`src/rtl/cla4_aug_reg.sv`:
```
// 4-bit two-level carry-lookahead adder with group P/G outputs.
// Results are registered, one cycle after in_valid.
module cla4_aug_reg (
  input  logic       clk,
  input  logic       rst_n,
  input  logic       in_valid,
  input  logic [3:0] a,
  input  logic [3:0] b,
  input  logic       carryInput,
  output logic       out_valid,
  output logic [3:0] sum,
  output logic       carryOutput,
  output logic       prop,
  output logic       gene
);

  logic [3:0] p;
  logic [3:0] g;
  logic [3:0] c;
  logic [3:0] sum_d;
  logic       co_d;
  logic       prop_d;
  logic       gene_d;

  logic [3:0] sum_q;
  logic       co_q;
  logic       prop_q;
  logic       gene_q;
  logic       vld_q;

  assign p = a ^ b;
  assign g = a & b;

  // Every carry is a flat sum-of-products; no term depends on another carry.
  always_comb begin
    c[0] = carryInput;
    c[1] = g[0]
         | (p[0] & carryInput);
    c[2] = g[1]
         | (p[1] & g[0])
         | (p[1] & p[0] & carryInput);
    c[3] = g[2]
         | (p[2] & g[1])
         | (p[2] & p[1] & g[0])
         | (p[2] & p[1] & p[0] & carryInput);
    sum_d  = p ^ c;
    prop_d = &p;
    gene_d = g[3]
           | (p[3] & g[2])
           | (p[3] & p[2] & g[1])
           | (p[3] & p[2] & p[1] & g[0]);
    co_d   = gene_d | (prop_d & carryInput);
  end

  always_ff @(posedge clk or negedge rst_n) begin
    if (!rst_n) begin
      sum_q  <= 4'b0000;
      co_q   <= 1'b0;
      prop_q <= 1'b0;
      gene_q <= 1'b0;
      vld_q  <= 1'b0;
    end else begin
      vld_q <= in_valid;
      if (in_valid) begin
        sum_q  <= sum_d;
        co_q   <= co_d;
        prop_q <= prop_d;
        gene_q <= gene_d;
      end
    end
  end

  assign out_valid   = vld_q;
  assign sum         = sum_q;
  assign carryOutput = co_q;
  assign prop        = prop_q;
  assign gene        = gene_q;

endmodule

```
`config.mk`:
```
export PLATFORM = sky130hd
export DESIGN_NAME = cla4_aug_reg
export DESIGN_NICKNAME = d
export VERILOG_FILES = /design/src/rtl/cla4_aug_reg.sv
export SDC_FILE = /design/constraint.sdc
export NUM_CORES = 1
export LEC_CHECK = 0
export BUFFER_PORTS_ARGS = -buffer_cell sky130_fd_sc_hd__buf_2
export CAP_MARGIN = 30
export CORE_AREA = 3 3 40 42
export DETAILED_ROUTE_END_ITERATION = 16
export DIE_AREA = 0 0 43 45
export PLACE_DENSITY = 0.77
export SETUP_SLACK_MARGIN = 0.5
export SLEW_MARGIN = 20
export SYNTH_ARGS = -nofsm -noshare
export SYNTH_HDL_FRONTEND = slang
export SYNTH_SLANG_ARGS = --single-unit
```
`constraint.sdc`:
```
create_clock -name clk -period 2.5 [get_ports clk]
set_input_delay 0.75 -clock clk [delete_from_list [all_inputs] [get_ports clk]]
set_output_delay 0.75 -clock clk [all_outputs]
set_load 0.005 [all_outputs]
```
Word-level counts from Yosys, hierarchy flattened. Index checks and enable logic that the tools add are counted.

Reduce and logical (&&, ||, !) cells: 1. Bitwise gates (word level): 28.

Operators with widths (number): 1-bit AND (15); 1-bit bitwise OR (10); 4-bit XOR (2); 4-bit AND (1); 4-bit AND reduction (1).

Input bits: 12. Register bits after elaboration: 8. Output and inout port bits: 8.

Logic depth before layout (Yosys ltp). Gate-level depths: netlist of run 1.

Depth after elaboration: 6. Depth in mapped cells: 5. Gate-level depth less buffers: 4.

Worst setup path after synthesis of run 1. OpenSTA, ideal clock, no wires.

Path kind: in2reg. Start: input port a[0]. End: register sum_q[2] (netlist: sum[2]). Arrival time: 1.688 ns. Data required time: 2.396 ns. Setup time: 0.104 ns. Buffers on the path: 0. Path slack: 0.708 ns. Cell stages on the path: 4. Cells stage by stage: ha_1 > a21o_1 > a2111o_1 > o311ai_1.

Word-level cells in the longest chain between the ends: 5. Elaborated cells between the ends (all ways): 8. Classes of those cells: bitwise (8).

Ends and longest elaborated chain: from (decl) (RTL line 7) `input logic [3:0] a,`; 4-bit AND or 4-bit XOR (tied branches) (RTL line 32, 31); 1-bit AND (on tied branches) (RTL line 40, 41); 1-bit bitwise OR or 1-bit AND (tied branches) (RTL line 40, 41); 1-bit bitwise OR * (RTL line 41) `| (p[1] & p[0] & carryInput);`; 4-bit XOR * (RTL line 46) `sum_d = p ^ c;`; to (signal assigned) (RTL line 65) `sum_q <= sum_d;`; to (decl) (RTL line 25) `logic [3:0] sum_q;`.

Every way passes the cells marked *; elsewhere a longest branch is shown, timed or not. A chain may end at the register's enable or synchronous reset.

Worst setup path in the final report of run 1. Same ends and word-level chain as after synthesis.

==> flow_metrics.tcl, run 1 <==
set metrics [dict create \
    start_util_pct 39.7 \
    critPathSlowestCell "a2111o_1" \
    die_h_um 45 \
    path_buf_inv 1 \
    final-setup-viol-count 0 \
    pin_count 20 \
    worstPathRequired_ns 2.64 \
    grt_max_degree 13 \
    cp-start-kind "input port" \
    rsz0062_at_grt "no" \
    leakagePower_nw 0.338 \
    diodes 0 \
    hold_viol_final 0 \
    post-place-ws_ns 0.511 \
    drtPass1Iterations 4 \
    synthCells 50 \
    wire_per_inst_um 12.8 \
    ys_ff_latch 8 \
    endpoint_kind "register" \
    cp_max_fo 3 \
    vias 450 \
    hold_path_class "in -> async" \
    synth.distinct_cells 26 \
    synthTopCellsByArea "dfrtp_1, ha_1, a21o_1" \
    dieArea_um2 1940 \
    clock_sinks 8 \
    hold_buffers 0 \
    track_usage_pct 11.9 \
    viasPerCell 5.29 \
    setup_ws_ns 0.763 \
    antenna_left 0 \
    nets 89 \
    yosysTopAreaCellShare_pct 39.2 \
    criticalPathCategory "in -> reg" \
    skew_ns 0 \
    synth_top_area_cell "dfrtp_1" \
    slew_violations 0 \
    rows 13 \
    clk_transition_reported_paths_ns 0.06 \
    peakVddDrop_mv 0.194 \
    yosysSeqAreaShare_pct 39.2 \
    ys.warnings.count 0 \
    grt_pass1_vias 396 \
    fin_crit_sh_pct 69.5 \
    status "finished, final reports clean" \
    worstPathCellList "buf_2 > ha_1 > a21o_1 > a2111o_1 > o311ai_1" \
    place_hpwl_um 866 \
    drcViolationCount 0 \
    max_cap_viol_count 0 \
    utilization_pct 49.4 \
    drtIter0Drc 6 \
    worst_pin_slew_ns 0.277 \
    globalplace.congestion 0.776 \
    crit_arrival_ns 1.88 \
    cts-root-buf "clkbuf_4" \
    cpPeakStageDelay_ns 0.40 \
    timing.fmax_mhz 576 \
    drt-total-wl_um 1090 \
    cts_tree "built" \
    cts_buffer_depth 2 \
    maxSlewHeadroom_pct 81.3 \
    cts_setup_buffers 0 \
    clkLatencyLatePin_ns 0.26 \
    avgSynthCellArea_um2 10.2 \
    drive_above_1_share_pct 37.1 \
    core_area_um2 1280 \
    dieWidth_um 43 \
    port-buffer-count 19 \
    cts_resized 0 \
    p_per_area_nw_per_um2 568 \
    min_period_ns 1.74 \
    h-tree-depth 1 \
    synth_fp_nets 67 \
    cts_made_buffers 3 \
    overflow 0 \
    antenna_found_initial 0 \
    grt_pass1_wl_um 1700 \
    tns_ns 0 \
    area_delta_synth_final_pct 24.3 \
    synth_area_um2 510 \
    critPathTopFamily "compound AO/OA/AOI/OAI gates" \
]
==> path summary, 6_finish.rpt <==
check,startpoint,end,slack [ns],cells after the start
worst max-delay path,a[0],sum[2],0.76,5
worst min-delay path,rst_n,gene,0.32,1
worst min register to register,sum[0],sum[0],0.48,2
max in group asynchronous,rst_n,sum[2],2.00,1
min in group clk,sum[0],sum[0],0.48,2
worst max register to register,sum[2],sum[2],1.60,3
==> power by group <==
part           switching (W)  internal, W   total, W
clock network      0.0000482    0.0000552   0.000103
logic              0.0000498    0.0000499  0.0000997
registers         0.00000927     0.000148   0.000157
==> flip-flops by register name, summed over array words and instances, names as in the netlist <==
| register | flops |
|---|---|
| sum | 4 |
| carryOutput | 1 |
| gene | 1 |
| out_valid | 1 |
| prop | 1 |
==> area by class of cell <==
class	count	area [µm²]
clock buffers	3	22.5
inverters	5	18.8
repair buffers	19	95.1
well taps	15	18.8
multi-input cells	35	279
flip-flops and latches	8	200
fillers	131	651
==> layout by cell type (no fill, tap or decap), types with 2 or more instances in the layout <==
cell	Yosys	routed
nand3_1	3	3
inv_1	4	4
nor2b_1	2	2
clkbuf_4	0	3
a31oi_1	2	2
a21o_1	3	3
buf_2	1	19
nand2_1	3	3
dfrtp_1	8	8
ha_1	4	4
o21ai_0	3	3
a21oi_1	2	2
==> stage by stage <==
| stage | area [µm²] | hold WS (ns) | std cells | total power (W) |
|---|---|---|---|---|
| finish | 634 | 0.322 | 85 | 0.000361 |
| global route | 634 | 0.334 | 85 | 0.000385 |
| global placement | 612 | 0.462 | 82 | 0.000258 |
| floorplan | 510 | 0.454 | 50 | 0.000220 |
| CTS | 634 | 0.339 | 85 | 0.000362 |
| detailed placement | 612 | 0.469 | 82 | 0.000261 |
==> kinds of logic (layout without fill, tap and decap cells) <==
logic type / after synthesis / in the layout / share of synthesized area, %
flops: 8 / 8 / 39.2
xor+xnor: 1 / 1 / 1.72
mux: 2 / 2 / 4.17
simple gates: 13 / 13 / 14.7
fa+ha+maj: 5 / 5 / 13.7
buf+inv: 7 / 27 / 6.13
compound gates: 14 / 14 / 20.3
==> synthesized netlist by cell type <==
master / count
a2111o_1: 1
a211o_1: 1
a21o_1: 3
a21oi_1: 2
a221oi_2: 1
a31oi_1: 2
and3b_1: 1
and4_2: 1
buf_2: 1
buf_4: 1
dfrtp_1: 8
fa_1: 1
ha_1: 4
inv_1: 4
inv_2: 1
mux2_2: 1
mux2i_1: 1
nand2_1: 3
nand3_1: 3
nand3b_1: 1
nand4_1: 1
nor2_1: 1
nor2b_1: 2
o21ai_0: 3
o311ai_1: 1
xnor2_1: 1
==> layer usage <==
layer	wire [µm]	vias to the layer above	global-route usage [%]	share of wire, %
li1	-	227	-	-
met1	508	199	15.0	47
met2	457	18	17.4	42
met3	100	6	4.78	9.2
met4	25	0	6.63	2.3
met5	0	-	0	0
Note: power is estimated with default switching activity, not from simulation.
==> run 2, diff against run 1 <==
==> constraint.sdc (replaced) <==
create_clock -name clk -period 1.8 [get_ports clk]
set_input_delay 0.54 -clock clk [delete_from_list [all_inputs] [get_ports clk]]
set_output_delay 0.54 -clock clk [all_outputs]
set_load 0.005 [all_outputs]
==> run 2 against run 1 <==
Net effect: non-clock buffer count is 8 higher; via count grew 11%; register-to-register slack worse by 0.79 ns; clock power increased by 29%; design area up 28%; first-iteration DRC count increased by 120%; combinational power up 130%; critical path depth is the same; sequential share of layout area shrank 6.9 points; largest cell class unchanged.
==> flow_metrics.tcl, run 2 (synthesis results as in run 1) <==
set metrics [dict create \
    antenna_left 0 \
    start_util_pct 39.7 \
    max_cap_viol_count 0 \
    dp.cells 82 \
    overflow 0 \
    peakVddDrop_mv 0.280 \
    clkLatencyLatePin_ns 0.25 \
    cts_made_buffers 3 \
    reg2reg_depth 4 \
    rsz0062_at_grt "yes" \
    final_cell_mix "buf_2, dfrtp_1, buf_4" \
    final_cells 93 \
    grt_max_degree 13 \
    worstPathCellList "buf_6 > ha_4 > a21o_1 > a2111o_1 > o311ai_1" \
    timing.fmax_mhz 722 \
    nets 97 \
    hold_path_class "in -> async" \
    critPathSlowestCell "a2111o_1" \
    criticalPathCategory "in -> reg" \
    drt-total-wl_um 1380 \
    cpPeakStageDelay_ns 0.38 \
    cp_max_fo 3 \
    slew_violations 0 \
    leakagePower_nw 0.400 \
    worstPathRequired_ns 1.95 \
    drtIter0Drc 13 \
    area_delta_synth_final_pct 58.8 \
    grt_pass1_wl_um 1870 \
    viasPerCell 5.39 \
    pin_count 20 \
    setup_ws_ns 0.416 \
    dieArea_um2 1940 \
    post-place-ws_ns 0.139 \
    antenna_found_initial 0 \
    globalplace.congestion 0.838 \
    clk_transition_reported_paths_ns 0.05 \
    min_period_ns 1.38 \
    fin_crit_sh_pct 76.9 \
    worst_pin_slew_ns 0.230 \
    clock_sinks 8 \
    drtPass1Iterations 4 \
    die_h_um 45 \
    h-tree-depth 1 \
    status "finished, final reports clean" \
    core_area_um2 1280 \
    hold_viol_final 0 \
    dieWidth_um 43 \
    utilization_pct 63.1 \
    cp-start-kind "input port" \
    cts_tree "built" \
    drcViolationCount 0 \
    final-setup-viol-count 0 \
    port-buffer-count 19 \
    place_hpwl_um 906 \
    hold_buffers 0 \
    endpoint_kind "register" \
    track_usage_pct 13.0 \
    vias 501 \
    p_total_w 0.000580 \
    rows 13 \
    drive_above_1_share_pct 55.1 \
    p_per_area_nw_per_um2 715 \
    diodes 0 \
    maxSlewHeadroom_pct 84.4 \
    layout_commonest_cell "buf_2" \
    wire_per_inst_um 14.8 \
    tns_ns 0 \
    crit_arrival_ns 1.53 \
    largest_reg_flops 4 \
    grt_pass1_vias 455 \
    cts-root-buf "clkbuf_4" \
    cts_buffer_depth 2 \
    skew_ns 0 \
]
[run 2: cell types whose count changed in the layout (fill, tap and decap cells not counted), sizes merged]
cell / change
buf: +8
[run 2: report_power, final]
group          internal, W  switching, W  leakage, nW
clock            0.0000760     0.0000566       0.0138
combinational     0.000131     0.0000986        0.289
sequential        0.000206     0.0000119       0.0973
[run 2: critical path: cells and delay by family]
| kind | cells | cell delay (ns) |
|---|---|---|
| buffers and inverters | 1 | 0.10 |
| AOI/OAI and AO/OA | 3 | 0.66 |
| adders and majority gates | 1 | 0.23 |
[run 2: final timing paths]
kind / slack, ns / endpoint / start
worst max register to register: 0.81 / sum[2] / sum[2]
worst min-delay path: 0.12 / gene / rst_n
min in group clk: 0.50 / sum[0] / sum[0]
worst max-delay path: 0.42 / sum[2] / a[0]
max in group asynchronous: 1.52 / sum[3] / rst_n
worst min register to register: 0.50 / sum[0] / sum[0]
[run 2: layout make-up]
| type | instances | area, µm² |
|---|---|---|
| clock buffer | 3 | 22.5 |
| sequential | 8 | 200 |
| multi-input combinational | 35 | 355 |
| tap | 15 | 18.8 |
| timing repair buffer | 27 | 185 |
| fill | 106 | 474 |
| inverter | 5 | 28.8 |
[run 2: routing by layer]
layer	track usage (%)	wire length, µm	up-vias
li1	-	-	242
met1	13.7	541	238
met2	23.7	712	16
met3	1.20	74	5
met4	10.8	48	0
met5	0	0	-
[run 2: metrics by stage]
step / cell area, µm² / hold slack, ns
2_1_floorplan: 582 / 0.244
3_3_place_gp: 677 / 0.385
3_5_place_dp: 677 / 0.386
4_1_cts: 738 / 0.117
5_1_grt: 811 / 0.125
6_report: 811 / 0.115
[run 2: what timing repair did]
action	in CTS	in global routing
pin swaps	1	4
resized for setup	3	11
buffers inserted	4	4
endpoints found under the setup margin	6	11
